--- src/rtl/rat_pkg.sv ---
// Shared types and helpers for the multi-wide rename alias table.
// Holds arch register type, zero-register index and a priority encoder.
package rat_pkg;

   localparam int ARCH_REGS = 32;

   typedef logic [4:0] arch_reg_t;

   localparam arch_reg_t ZERO_REG = 5'd0;

   // Index of the lowest set bit among v[n-1:0]; 0 when none is set.
   // Callers widen their vector to 64 bits; bits at or above n are ignored.
   function automatic int lowest_set(
      input logic [63:0] v,
      input int          n
   );
      int r;
      r = 0;
      for (int i = 63; i >= 0; i--) begin
         if (i < n && v[i]) r = i;
      end
      return r;
   endfunction

endpackage

--- src/rtl/rat_mw_ckpt_if.sv ---
// Rename/commit lane bus between decode/retire and the alias table.
// master: decode+ROB side drives lanes; slave: alias table answers.
interface rat_mw_ckpt_if #(
   parameter int PHYS_REG_BITS = 7,
   parameter int RN_WIDTH      = 2,
   parameter int COMMIT_WIDTH  = 2
);

   logic [RN_WIDTH-1:0]               rn_valid;
   logic [RN_WIDTH*5-1:0]             rn_rs1;
   logic [RN_WIDTH*5-1:0]             rn_rs2;
   logic [RN_WIDTH*5-1:0]             rn_rd;
   logic [RN_WIDTH*PHYS_REG_BITS-1:0] rn_pd;
   logic [RN_WIDTH*PHYS_REG_BITS-1:0] phys_rs1;
   logic [RN_WIDTH*PHYS_REG_BITS-1:0] phys_rs2;
   logic [RN_WIDTH*PHYS_REG_BITS-1:0] old_pd;

   logic [COMMIT_WIDTH-1:0]               commit_valid;
   logic [COMMIT_WIDTH*5-1:0]             commit_rd;
   logic [COMMIT_WIDTH*PHYS_REG_BITS-1:0] commit_pd;

   modport master (
      output rn_valid, rn_rs1, rn_rs2,
      output rn_rd, rn_pd,
      output commit_valid, commit_rd, commit_pd,
      input  phys_rs1, phys_rs2, old_pd
   );

   modport slave (
      input  rn_valid, rn_rs1, rn_rs2,
      input  rn_rd, rn_pd,
      input  commit_valid, commit_rd, commit_pd,
      output phys_rs1, phys_rs2, old_pd
   );

endinterface

--- src/rtl/rat_ckpt_alloc.sv ---
// Checkpoint slot bookkeeping: valid bits, lowest-free id, full flag.
// Ports: clk/rst, flush, restore_en, ckpt_req, ckpt_free_mask in;
// ckpt_id, ckpt_full, ckpt_alloc out (ckpt_count when
// RAT_CKPT_OCCUPANCY_EN is defined).
module rat_ckpt_alloc
   import rat_pkg::*;
#(
   parameter  int NUM_CKPT  = 4,
   localparam int CKPT_BITS =
      (NUM_CKPT > 1) ? $clog2(NUM_CKPT) : 1
) (
   input  logic                 clk,
   input  logic                 rst,
   input  logic                 flush,
   input  logic                 restore_en,
   input  logic                 ckpt_req,
   input  logic [NUM_CKPT-1:0]  ckpt_free_mask,
   output logic [CKPT_BITS-1:0] ckpt_id,
   output logic                 ckpt_full,
   output logic                 ckpt_alloc
`ifdef RAT_CKPT_OCCUPANCY_EN
   ,
   output logic [CKPT_BITS:0]   ckpt_count
`endif
);

   logic [NUM_CKPT-1:0] valid_q;
   logic [NUM_CKPT-1:0] valid_nx;

   // Allocation looks only at registered valid bits, so a slot
   // released this cycle is not handed out until the next one.
   assign ckpt_full = &valid_q;
   assign ckpt_id   = CKPT_BITS'(
      lowest_set(64'(~valid_q), NUM_CKPT));

   assign ckpt_alloc = ckpt_req && !ckpt_full &&
                       !restore_en && !flush && !rst;

   always_comb begin
      valid_nx = valid_q & ~ckpt_free_mask;
      if (ckpt_alloc) valid_nx[ckpt_id] = 1'b1;
      if (flush)      valid_nx = '0;
   end

   always_ff @(posedge clk) begin
      if (rst) valid_q <= '0;
      else     valid_q <= valid_nx;
   end

`ifdef RAT_CKPT_OCCUPANCY_EN
   always_ff @(posedge clk) begin
      if (rst) ckpt_count <= '0;
      else     ckpt_count <= (CKPT_BITS+1)'($countones(valid_nx));
   end
`else
   // Occupancy counter not built.
`endif

endmodule

--- src/rtl/rat_mw_ckpt.sv ---
// Multi-wide register alias table with branch checkpoints.
// Ports: clk/rst, flush, rn (lane bus), ckpt_req/lane/id/full,
// restore_en/id, ckpt_free_mask; ckpt_count if RAT_CKPT_OCCUPANCY_EN.
module rat_mw_ckpt
   import rat_pkg::*;
#(
   parameter  int PHYS_REG_BITS = 7,
   parameter  int RN_WIDTH      = 2,
   parameter  int COMMIT_WIDTH  = 2,
   parameter  int NUM_CKPT      = 4,
   localparam int CKPT_BITS =
      (NUM_CKPT > 1) ? $clog2(NUM_CKPT) : 1,
   localparam int LANE_BITS =
      (RN_WIDTH > 1) ? $clog2(RN_WIDTH) : 1
) (
   input  logic                 clk,
   input  logic                 rst,
   input  logic                 flush,
   rat_mw_ckpt_if.slave         rn,
   input  logic                 ckpt_req,
   input  logic [LANE_BITS-1:0] ckpt_lane,
   output logic [CKPT_BITS-1:0] ckpt_id,
   output logic                 ckpt_full,
   input  logic                 restore_en,
   input  logic [CKPT_BITS-1:0] restore_id,
   input  logic [NUM_CKPT-1:0]  ckpt_free_mask
`ifdef RAT_CKPT_OCCUPANCY_EN
   ,
   output logic [CKPT_BITS:0]   ckpt_count
`endif
);

   localparam int P = PHYS_REG_BITS;

   typedef logic [P-1:0] preg_t;

   preg_t spec_q [ARCH_REGS];
   preg_t comm_q [ARCH_REGS];
   preg_t ckpt_q [NUM_CKPT][ARCH_REGS];

   preg_t spec_nx [ARCH_REGS];
   preg_t comm_nx [ARCH_REGS];
   preg_t snap    [ARCH_REGS];

   logic ckpt_alloc;

   rat_ckpt_alloc #(
      .NUM_CKPT (NUM_CKPT)
   ) u_alloc (
      .clk            (clk),
      .rst            (rst),
      .flush          (flush),
      .restore_en     (restore_en),
      .ckpt_req       (ckpt_req),
      .ckpt_free_mask (ckpt_free_mask),
      .ckpt_id        (ckpt_id),
      .ckpt_full      (ckpt_full),
      .ckpt_alloc     (ckpt_alloc)
`ifdef RAT_CKPT_OCCUPANCY_EN
      ,
      .ckpt_count     (ckpt_count)
`endif
   );

   // Lookups: older valid lanes of the same group override the map;
   // iterating oldest-first lets the youngest matching lane win.
   always_comb begin
      arch_reg_t s1, s2, d, rk;
      preg_t     p1, p2, po, pk;
      rn.phys_rs1 = '0;
      rn.phys_rs2 = '0;
      rn.old_pd   = '0;
      for (int j = 0; j < RN_WIDTH; j++) begin
         s1 = rn.rn_rs1[j*5 +: 5];
         s2 = rn.rn_rs2[j*5 +: 5];
         d  = rn.rn_rd[j*5 +: 5];
         p1 = spec_q[s1];
         p2 = spec_q[s2];
         po = spec_q[d];
         for (int k = 0; k < RN_WIDTH; k++) begin
            rk = rn.rn_rd[k*5 +: 5];
            pk = rn.rn_pd[k*P +: P];
            if (k < j && rn.rn_valid[k]) begin
               if (rk == s1) p1 = pk;
               if (rk == s2) p2 = pk;
               if (rk == d)  po = pk;
            end
         end
         if (s1 == ZERO_REG) p1 = '0;
         if (s2 == ZERO_REG) p2 = '0;
         if (d  == ZERO_REG) po = '0;
         rn.phys_rs1[j*P +: P] = p1;
         rn.phys_rs2[j*P +: P] = p2;
         rn.old_pd[j*P +: P]   = po;
      end
   end

   // Group write and partial-group snapshot; later lanes win.
   always_comb begin
      arch_reg_t rk;
      spec_nx = spec_q;
      snap    = spec_q;
      for (int k = 0; k < RN_WIDTH; k++) begin
         rk = rn.rn_rd[k*5 +: 5];
         if (rn.rn_valid[k] && rk != ZERO_REG) begin
            spec_nx[rk] = rn.rn_pd[k*P +: P];
            if (k <= int'(ckpt_lane))
               snap[rk] = rn.rn_pd[k*P +: P];
         end
      end
   end

   always_comb begin
      arch_reg_t rc;
      comm_nx = comm_q;
      for (int c = 0; c < COMMIT_WIDTH; c++) begin
         rc = rn.commit_rd[c*5 +: 5];
         if (rn.commit_valid[c] && rc != ZERO_REG)
            comm_nx[rc] = rn.commit_pd[c*P +: P];
      end
   end

   always_ff @(posedge clk) begin
      if (rst) begin
         for (int i = 0; i < ARCH_REGS; i++) begin
            spec_q[i] <= preg_t'(i);
            comm_q[i] <= preg_t'(i);
         end
      end else begin
         comm_q <= comm_nx;
         // Flush sees this cycle's commits so no retire is lost.
         if (flush)           spec_q <= comm_nx;
         else if (restore_en) spec_q <= ckpt_q[restore_id];
         else                 spec_q <= spec_nx;
      end
   end

   // Snapshot storage carries no reset; an invalid slot is never read.
   always_ff @(posedge clk) begin
      if (ckpt_alloc) ckpt_q[ckpt_id] <= snap;
   end

endmodule
--- src/flat_wrapper.sv ---
// flat-port wrapper written by rule: the top's interface ports become plain ports
module rat_mw_ckpt_flat import rat_pkg::*;
#(
   parameter  int PHYS_REG_BITS = 7,
   parameter  int RN_WIDTH      = 2,
   parameter  int COMMIT_WIDTH  = 2,
   parameter  int NUM_CKPT      = 4,
   localparam int CKPT_BITS =
      (NUM_CKPT > 1) ? $clog2(NUM_CKPT) : 1,
   localparam int LANE_BITS =
      (RN_WIDTH > 1) ? $clog2(RN_WIDTH) : 1
)
  (clk, rst, flush, ckpt_req, ckpt_lane, ckpt_id, ckpt_full, restore_en, restore_id, ckpt_free_mask, rn_rn_valid, rn_rn_rs1, rn_rn_rs2, rn_rn_rd, rn_rn_pd, rn_commit_valid, rn_commit_rd, rn_commit_pd, rn_phys_rs1, rn_phys_rs2, rn_old_pd);
  rat_mw_ckpt_if #(.PHYS_REG_BITS(PHYS_REG_BITS), .RN_WIDTH(RN_WIDTH), .COMMIT_WIDTH(COMMIT_WIDTH)) rn_i ();
  input  logic clk;
  input  logic rst;
  input  logic flush;
  input  logic ckpt_req;
  input  logic [LANE_BITS-1:0] ckpt_lane;
  output logic [CKPT_BITS-1:0] ckpt_id;
  output logic ckpt_full;
  input  logic restore_en;
  input  logic [CKPT_BITS-1:0] restore_id;
  input  logic [NUM_CKPT-1:0] ckpt_free_mask;
  input wire logic [$bits(rn_i.rn_valid)-1:0] rn_rn_valid;
  input wire logic [$bits(rn_i.rn_rs1)-1:0] rn_rn_rs1;
  input wire logic [$bits(rn_i.rn_rs2)-1:0] rn_rn_rs2;
  input wire logic [$bits(rn_i.rn_rd)-1:0] rn_rn_rd;
  input wire logic [$bits(rn_i.rn_pd)-1:0] rn_rn_pd;
  input wire logic [$bits(rn_i.commit_valid)-1:0] rn_commit_valid;
  input wire logic [$bits(rn_i.commit_rd)-1:0] rn_commit_rd;
  input wire logic [$bits(rn_i.commit_pd)-1:0] rn_commit_pd;
  output wire logic [$bits(rn_i.phys_rs1)-1:0] rn_phys_rs1;
  output wire logic [$bits(rn_i.phys_rs2)-1:0] rn_phys_rs2;
  output wire logic [$bits(rn_i.old_pd)-1:0] rn_old_pd;
  assign rn_i.rn_valid = rn_rn_valid;
  assign rn_i.rn_rs1 = rn_rn_rs1;
  assign rn_i.rn_rs2 = rn_rn_rs2;
  assign rn_i.rn_rd = rn_rn_rd;
  assign rn_i.rn_pd = rn_rn_pd;
  assign rn_i.commit_valid = rn_commit_valid;
  assign rn_i.commit_rd = rn_commit_rd;
  assign rn_i.commit_pd = rn_commit_pd;
  assign rn_phys_rs1 = rn_i.phys_rs1;
  assign rn_phys_rs2 = rn_i.phys_rs2;
  assign rn_old_pd = rn_i.old_pd;
  rat_mw_ckpt #(.PHYS_REG_BITS(PHYS_REG_BITS), .RN_WIDTH(RN_WIDTH), .COMMIT_WIDTH(COMMIT_WIDTH), .NUM_CKPT(NUM_CKPT)) u_core (.clk(clk), .rst(rst), .flush(flush), .rn(rn_i), .ckpt_req(ckpt_req), .ckpt_lane(ckpt_lane), .ckpt_id(ckpt_id), .ckpt_full(ckpt_full), .restore_en(restore_en), .restore_id(restore_id), .ckpt_free_mask(ckpt_free_mask));
endmodule
--- config.mk ---
export PLATFORM = sky130hd
export DESIGN_NAME = rat_mw_ckpt_flat
export DESIGN_NICKNAME = d
export VERILOG_FILES = /design/src/rtl/rat_pkg.sv /design/src/rtl/rat_mw_ckpt_if.sv /design/src/rtl/rat_ckpt_alloc.sv /design/src/rtl/rat_mw_ckpt.sv /design/src/flat_wrapper.sv
export SDC_FILE = /design/constraint.sdc
export NUM_CORES = 2
export LEC_CHECK = 0
export ABC_AREA = 1
export ABC_CLOCK_PERIOD_IN_PS = 12620
export CAP_MARGIN = 20
export CELL_PAD_IN_SITES_DETAIL_PLACEMENT = 1
export CELL_PAD_IN_SITES_GLOBAL_PLACEMENT = 2
export CORE_AREA = 2 2 462 464
export CTS_BUF_LIST = sky130_fd_sc_hd__clkbuf_4 sky130_fd_sc_hd__clkbuf_8
export CTS_CLUSTER_DIAMETER = 200
export DETAILED_ROUTE_END_ITERATION = 10
export DIE_AREA = 0 0 464 466
export DONT_BUFFER_PORTS = 1
export PLACE_DENSITY_LB_ADDON = 0.05
export SYNTH_ARGS = -nofsm -noshare
export SYNTH_HDL_FRONTEND = slang
export SYNTH_SLANG_ARGS = --single-unit
--- constraint.sdc ---
create_clock -name clk -period 12.62 [get_ports clk]
set_input_delay 1.893 -clock clk [delete_from_list [all_inputs] [get_ports clk]]
set_output_delay 1.893 -clock clk [all_outputs]
set_load 0.02 [all_outputs]
==> impl_metrics.tcl <==
set metrics [dict create \
    io_buffer_count 0 \
    io_pins 129 \
    cts.sinks 1348 \
    nFillCells 25530 \
    required_ns 10.73 \
    cts_setup_buffers 0 \
    grt-ovfl-total 0 \
    first_global_vias 74470 \
    routed_wl_mm 470.7 \
    path_class "flip-flop to primary output" \
    ff2ff_setup_slack_ns 9.12 \
    ys_ff_latch 1348 \
    synth_nets 10100 \
    insertion_delay_ns 1.10 \
    maxSlewHeadroom_pct -80.33 \
    skew_ns 0.07966 \
    die_h_um 466 \
    chipWidth_um 464 \
    top_usage_layer "met2" \
    cellPowerDensity_nw_per_um2 133.2 \
    cp-end-kind "primary output" \
    cts_root_buffer "clkbuf_8" \
    start_kind "flip-flop" \
    synth_area_leader_cell "edfxtp_1" \
    netlist_instances 10020 \
    worstReg2RegStart "u_core.u_alloc.valid_q[0]$_SDFF_PP0_" \
    drtPass1Iterations 6 \
    drc 0 \
    synth_xor_area_share_pct 0.03476 \
    cts_tree "done" \
    gp_congestion 1.079 \
    setup_viol 0 \
    rsz0062_at_grt "false" \
    grt_use_met3_pct 10.13 \
    hold_path.class "flip-flop to flip-flop" \
    die_area_sq_um 216200 \
    antenna_found_initial 78 \
    finalNetCount 9695 \
    ys_top_cells_by_area "edfxtp_1, o21ai_0, dfxtp_1" \
    holdCritStartpoint "u_core.comm_q[220]$_SDFF_PP0_" \
    ys_seq_area_share_pct 47.56 \
    start_util_pct 35.78 \
    p_leak_nw 34.10 \
    final_core_util_pct 39.10 \
    hold_violations 0 \
    drv_slew 213 \
    cts.path.max_buffers 3 \
    dr_total_vias 79210 \
    worstPathArrival_ns 4.82 \
    use_met1_pct 54.42 \
    grt_pass1_wl_mm 632.2 \
    core_area_sq_um 211200 \
    synth-simple-area-share_pct 18.07 \
    rows 169 \
    cp_max_fo 5 \
    final.period_utilization_pct 53.22 \
    cts_hold_repair.buffers 0 \
    post-route-min-period_ns 6.717 \
    synth_top_family_by_area "compound AO/OA/AOI/OAI gates" \
    cts_made_buffers 238 \
    multi_input_area_sq_um 33060 \
    cts.repair.resized 0 \
    violations "max-slew violations" \
    status "finished with violations" \
    area_growth_pct 9.277 \
    avgSynthCellArea_sq_um 7.547 \
    wl_per_cell_um 37.07 \
    grt_max_degree 450 \
    drt-initial-drc-count 10160 \
    worstMarginPinSlew_ns 2.705 \
    dp_hpwl_mm 318.0 \
    power.total_mw 11.00 \
    muxShareOfSynthArea_pct 0.8607 \
    netlist_area_sq_um 75590 \
    maxCapViolations 0 \
    ys_async_sr_fraction_pct 0 \
    synth_ff_type "edfxtp_1" \
    synth-adder-area-share_pct 0 \
    drive_gt1_share_pct 6.504 \
    cts.htree.levels 4 \
    ys_types 43 \
    track_usage_pct 42.14 \
    grt_util_met2_pct 61.82 \
    postRouteAntennaNets 0 \
    critPathLaunch "u_core.spec_q[54]$_SDFF_PP0_" \
    synth_top_area_share_pct 35.59 \
    register_area_sq_um 35950 \
    path_clk_slew_ns 0.06 \
    fmax_mhz 148.9 \
    via_per_inst 6.238 \
    synth_edf_count 896 \
    yosysWarnings 0 \
    synth_compound_area_share_pct 24.57 \
    vdd_drop_max_mv 0.1294 \
]
-- where the power goes --
group	total (mW)	leakage (nW)	internal (mW)	switching, mW
Combinational	1.70	19.6	0.389	1.31
Sequential	4.96	11.8	4.82	0.140
Clock	4.35	2.69	2.31	2.04
-- Yosys cell counts (88+ instances only) --
cell,count
o21ai_0,1811
edfxtp_1,896
dfxtp_1,452
a21oi_1,726
nand2_1,2040
o22ai_1,458
buf_2,88
inv_1,912
nor2_1,923
o211ai_1,241
clkbuf_1,642
nand3_1,431
-- per-stage QoR --
stage / std cells / setup TNS (ns) / hold WS (ns) / worst slack, ns / area [sq um]
after global routing: 12660 / 0 / 0.4434 / 6.133 / 82510
after CTS: 12640 / 0 / 0.4227 / 6.131 / 82420
final: 12700 / 0 / 0.4215 / 5.903 / 82600
after global placement: 12180 / 0 / 0.4065 / 6.304 / 77280
after detailed placement: 12190 / 0 / 0.4140 / 6.287 / 77350
after floorplan: 10020 / -229.58 / 0.3996 / -0.3416 / 75590
-- layout by cell type, fill, tap and decap left out, types with 63 or more instances in the layout --
master / instances
a21oi_1: 726
mux2i_1: 65
o21ai_1: 63
edfxtp_1: 896
clkbuf_4: 78
clkinv_1: 63
dfxtp_1: 452
o211ai_1: 241
clkbuf_8: 258
o22ai_1: 458
nor2_1: 914
o21ai_0: 1811
buf_4: 141
nand3_1: 430
inv_1: 890
nand2_1: 2034
-- final cells by class --
| class | instances | share of cell area, % |
|---|---|---|
| clock inverters | 118 | 1.141 |
| flip-flops and latches | 1348 | 43.53 |
| multi-input cells | 6929 | 40.02 |
| repair buffers | 153 | 1.550 |
| clock buffers | 336 | 5.008 |
| diodes | 52 | 0.1575 |
| inverters | 941 | 4.326 |
| well taps | 2821 | 4.273 |
-- cell families (layout without fill, tap and decap cells) --
logic type	after synthesis	after routing
AOI/OAI and AO/OA	3412	3412
xor gates and xnor gates	3	3
buffers and inverters	1739	1548
DFF	1348	1348
muxes	65	65
other	0	52
and+or+nand+nor	3449	3449
-- worst max-delay path: stages (launching register included) --
cell     delay (ns)
dfxtp_1        0.93
inv_1          0.68
o21ai_0        0.86
nand3_1        0.16
nand2_1        0.10
nand2_1        0.06
nand2_1        0.12
o21ai_0        0.09
nor2_1         0.73
-- flip-flops by register name, indices dropped and copies added, names as in the netlist --
signal / flops
u_core.comm_q: 224
u_core.spec_q: 224
u_core.u_alloc.valid_q: 4
u_core.ckpt_q: 896
-- per-layer routing --
layer / vias to the layer above / part of all wire [%]
li1: 33590 / -
met1: 39790 / 40
met2: 4623 / 42
met3: 1183 / 10
met4: 26 / 8.1
met5: - / 0.034
-- worst paths after layout --
kind,cells past startpoint,to
max,8,rn_phys_rs2[5]
min,2,u_core.comm_q[220]$_SDFF_PP0_
max reg2reg,6,u_core.ckpt_q[3][220]$_DFFE_PP_
min reg2reg,2,u_core.comm_q[220]$_SDFF_PP0_
Note: power is estimated with default switching activity, not from simulation.
